$ cat src/rtl/serial_seq_gen.sv
// Serial pattern transmitter: parallel word in over valid/ready, MSB-first bit stream out.
// Optional MATCH_CNT_EN adds an overlapping PATTERN match counter on the emitted stream.
module serial_seq_gen #(
   parameter int WIDTH   = 8,
   parameter int GAP_CYC = 2
`ifdef MATCH_CNT_EN
   ,
   parameter int                 PAT_LEN = 4,
   parameter logic [PAT_LEN-1:0] PATTERN = 4'b1010,
   parameter int                 CNT_W   = 8
`endif
) (
   input  logic             clk,
   input  logic             reset,
   input  logic             load_valid,
   input  logic [WIDTH-1:0] load_data,
   output logic             load_ready,
   output logic             bit_out,
   output logic             bit_valid,
   output logic             last,
   output logic             busy
`ifdef MATCH_CNT_EN
   ,
   output logic [CNT_W-1:0] match_cnt
`endif
);

   localparam int BW = $clog2(WIDTH);
   localparam int GW = (GAP_CYC > 1) ? $clog2(GAP_CYC) : 1;

   typedef enum logic [1:0] {
      IDLE,
      SHIFT,
      GAP
   } state_t;

   state_t           state;
   logic [WIDTH-1:0] shreg;
   logic [BW-1:0]    bcnt;
   logic [GW-1:0]    gcnt;
   logic             take;

   // Reload is only possible in the LSB cycle when no gap is configured.
   assign load_ready = (state == IDLE)
                     | ((state == SHIFT) & last & (GAP_CYC == 0));
   assign take = load_valid & load_ready;
   assign busy = (state != IDLE);

   always_ff @(posedge clk or negedge reset) begin
      if (!reset) begin
         state     <= IDLE;
         shreg     <= '0;
         bcnt      <= '0;
         gcnt      <= '0;
         bit_out   <= 1'b0;
         bit_valid <= 1'b0;
         last      <= 1'b0;
      end else if (take) begin
         state     <= SHIFT;
         bit_out   <= load_data[WIDTH-1];
         bit_valid <= 1'b1;
         last      <= 1'b0;
         shreg     <= {load_data[WIDTH-2:0], 1'b0};
         bcnt      <= BW'(1);
      end else begin
         unique case (state)
            IDLE: begin
               bit_out   <= 1'b0;
               bit_valid <= 1'b0;
               last      <= 1'b0;
            end
            SHIFT: begin
               if (!last) begin
                  bit_out <= shreg[WIDTH-1];
                  shreg   <= {shreg[WIDTH-2:0], 1'b0};
                  bcnt    <= bcnt + BW'(1);
                  last    <= (bcnt == BW'(WIDTH - 1));
               end else begin
                  bit_out   <= 1'b0;
                  bit_valid <= 1'b0;
                  last      <= 1'b0;
                  gcnt      <= '0;
                  if (GAP_CYC > 0) begin
                     state <= GAP;
                  end else begin
                     state <= IDLE;
                  end
               end
            end
            GAP: begin
               if (gcnt == GW'(GAP_CYC - 1)) begin
                  state <= IDLE;
               end else begin
                  gcnt <= gcnt + GW'(1);
               end
            end
            default: state <= IDLE;
         endcase
      end
   end

`ifdef MATCH_CNT_EN
   localparam int HW = PAT_LEN - 1;
   localparam int FW = (PAT_LEN > 2) ? $clog2(PAT_LEN) : 1;

   // hist plus the live bit_out forms the PAT_LEN-bit window.
   logic [HW-1:0] hist;
   logic [FW-1:0] fill;
   logic          hit;

   assign hit = bit_valid
              & (fill == FW'(HW))
              & ({hist, bit_out} == PATTERN);

   always_ff @(posedge clk or negedge reset) begin
      if (!reset) begin
         hist      <= '0;
         fill      <= '0;
         match_cnt <= '0;
      end else if (!bit_valid) begin
         hist <= '0;
         fill <= '0;
      end else begin
         hist <= HW'({hist, bit_out});
         if (fill != FW'(HW)) begin
            fill <= fill + FW'(1);
         end
         if (hit && (match_cnt != '1)) begin
            match_cnt <= match_cnt + CNT_W'(1);
         end
      end
   end
`endif

endmodule
$ cat config.mk
export PLATFORM = sky130hd
export DESIGN_NAME = serial_seq_gen
export DESIGN_NICKNAME = d
export VERILOG_FILES = /design/src/rtl/serial_seq_gen.sv
export SDC_FILE = /design/constraint.sdc
export NUM_CORES = 1
export LEC_CHECK = 0
export ABC_AREA = 1
export BUFFER_PORTS_ARGS = -buffer_cell sky130_fd_sc_hd__buf_4
export CORE_MARGIN = 5
export CORE_UTILIZATION = 40
export CTS_BUF_LIST = sky130_fd_sc_hd__clkbuf_4 sky130_fd_sc_hd__clkbuf_8
export CTS_CLUSTER_DIAMETER = 150
export DETAILED_ROUTE_END_ITERATION = 10
export GPL_TIMING_DRIVEN = 1
export PLACE_DENSITY = 0.67
export SYNTH_ARGS = -nofsm -noshare
export SYNTH_HDL_FRONTEND = slang
export SYNTH_SLANG_ARGS = --single-unit
$ cat constraint.sdc
create_clock -name clk -period 1.8 [get_ports clk]
set_input_delay 0.18 -clock clk [delete_from_list [all_inputs] [get_ports clk]]
set_output_delay 0.18 -clock clk [all_outputs]
set_load 0.01 [all_outputs]
==> impl_metrics.ini <==
[run_status]
outcome = completed

[placement]
gp_congestion = 0.818
dp_cells = 136
place_area_sq_um = 958
place_hpwl_mm = 1.17
port_buffers = 15

[synthesis]
synth_most_common_cell = nand2_1
syn_area_per_cell_sq_um = 8.71
yosysWarnings = 0
synth.top_cell.area_share_pct = 48.4
yosysTopAreaCell = dfrtp_1
synthArstFlopShare_pct = 100
synth_seq_cells = 16
synth_nets = 112
synth_edf_count = 0
ys_types = 17
ys_seq_area_share_pct = 48.4
ys.flop_type = dfrtp_1
syn_inst = 95
synthTopCellsByArea = dfrtp_1 (48%), nand2_1 (16%), ha_1 (9.1%)
syn-cell-area_sq_um = 827
synth_common_cells = nand2_1 (35), dfrtp_1 (16), inv_1 (9), nand3_1 (9), ha_1 (6)

[power]
p_switching_uw = 678
p_seq_share_pct = 37.9
peakVddDrop_uv = 633
power_uw = 1580
leakage_uw = 0.000529
p_per_area_mw_per_mm2 = 1600
p_int_uw = 905
p_clk_share_pct = 11.6
swShare_pct = 42.8
p_comb_share_pct = 50.5

[global_route]
grt_usage_pct = 11.0
grt_max_degree = 17
grt_first_pass_wirelength_mm = 2.76
grt_overflow = 0
antenna_found_initial = 0
grt_pass1_vias = 661

[final_layout]
fin_cells = 140
final_nets = 132
design_area_sq_um = 991
areaGrowthSynthToFinish_pct = 19.8
drive_gt1_share_pct = 23.9
n_fill_cell = 199
diodes = 0
multi_input_area_sq_um = 368
regArea_sq_um = 400

[critical_path]
timing.rr.end = bcnt[0]
rr_startpoint = state[0]
critPathMaxStageDelay_ps = 400
start_kind = flip-flop
crit_arrival_ps = 1240
rr_worst_depth = 6
crit_family = flip-flops
cp.depth = 4
cp_cell_sequence = inv_1 > ha_1 > inv_1 > buf_4
cp_slowest_cell = dfrtp_1
cpMostUsedCell = inv_1
path_max_fanout = 4
critPathBufInv = 3
crit_path_end_kind = output pin
rrSetupSlack_ps = 410
criticalPathCategory = flip-flop to output pin
worstPathRequired_ps = 1620

[clocking]
insertion_delay_ps = 280
path_clk_slew_ps = 90
cts_tree = yes
cts_resized = 0
cts_root_buffer = clkbuf_4
postCtsHoldBufs = 1
cts_buffers = 3
cts_setup_buffers = 0
cts_sinks = 16
cts_buffer_depth = 2
h-tree-depth = 1

[route]
routedWlPerCell_um = 10.8
ant_nets = 0
drc_errors = 0
routed_wl_mm = 1.51
routed_via_density = 4.58
drtIter0Drc = 13
firstDrtPassIters = 4
vias = 641

[floorplanning]
core_sq_mm = 0.00196
ioPinCount = 16
rows = 16
fp.dieH_um = 55.5
dieArea_sq_mm = 0.00308
floorplan.initialDensity_pct = 42.2
die_w_um = 55.5

[sta]
max_slew_margin_pct = 84.0
finClkSkew_ps = 2.61
rsz0062_at_grt = no
period_needed_ps = 1420
maxSlewViolCount = 0
max_freq_mhz = 705
fin_crit_sh_pct = 78.8
setup_viol = 0
worstMarginPinSlew_ps = 240
worst_hold_slack_ps = 105
setup_tns_ps = 0
finalHoldViolations = 0

[worst_hold_path]
worstHoldEndpoint = shreg[1]
hold_path_class = input pin to flip-flop
min-delay-start = load_data[0]
holdPathStages = 3

[job]
cap_violations = 0
[stage by stage]
step | setup slack, ps | utilization [%]
floorplan | 504 | -
global placement | 441 | 48.9
detailed placement | 407 | 48.9
CTS | 368 | 50.5
global route | 290 | 50.5
finish | 381 | 50.5
[state kept, by name, summed over array words and instances (netlist names)]
| signal | cells |
|---|---|
| bcnt | 3 |
| state | 2 |
| gcnt | 1 |
| shreg | 7 |
| bit_valid | 1 |
| last | 1 |
| bit_out | 1 |
[power by group through the flow]
stage / registers, uW / logic, uW / clock network [uW]
2_1_floorplan: 597 / 610 / 0
3_3_place_gp: 603 / 798 / 0
3_5_place_dp: 609 / 814 / 0
4_1_cts: 602 / 819 / 190
5_1_grt: 620 / 928 / 205
6_report: 600 / 800 / 183
[per-layer routing]
metal  vias up  wire, um  GRT usage, %  part of all wire, %
li1        337         -             -                    -
met3         2        82          4.20                  5.4
met1       290       676          13.6                   45
met5         -         0             0                    0
met4         0        12          4.17                 0.79
met2        12       739          17.4                   49
[placed cells by master (no fill, tap or decap), drive strengths merged]
cell type    instances
o21ai                6
nand3               11
nand2               37
clkbuf               3
nor2                 5
nand4                1
dlygate4sd3          1
inv                 11
dfrtp               16
ha                   6
buf                 15
a21oi                1
[worst min-delay path, cell delays in order]
cell and delay (ps):
buf_4 70, nand2_1 40, nand2_1 60
[cells by family after synthesis]
group           synth area share [%]
simple gates                    30.7
flops                           48.4
buf+inv                         7.11
compound gates                  4.69
fa+ha+maj                       9.08
[layout make-up]
class	instances	share of cell area, %
inverters	11	4.42
clock buffers	3	2.27
flip-flops and latches	16	40.4
well taps	27	3.41
multi-input cells	67	37.1
repair buffers	16	12.4
[how the worst max path moves through the flow]
stage | start | endpoint | slack, ps
2_1_floorplan | state[0] | state[0] | 500
3_3_place_gp | state[0] | bcnt[0] | 440
3_5_place_dp | state[0] | bcnt[0] | 410
4_1_cts | state[0] | busy | 370
5_1_grt | state[0] | bcnt[0] | 290
6_report | state[0] | busy | 380
No activity file was read; power rests on OpenSTA's default activity.
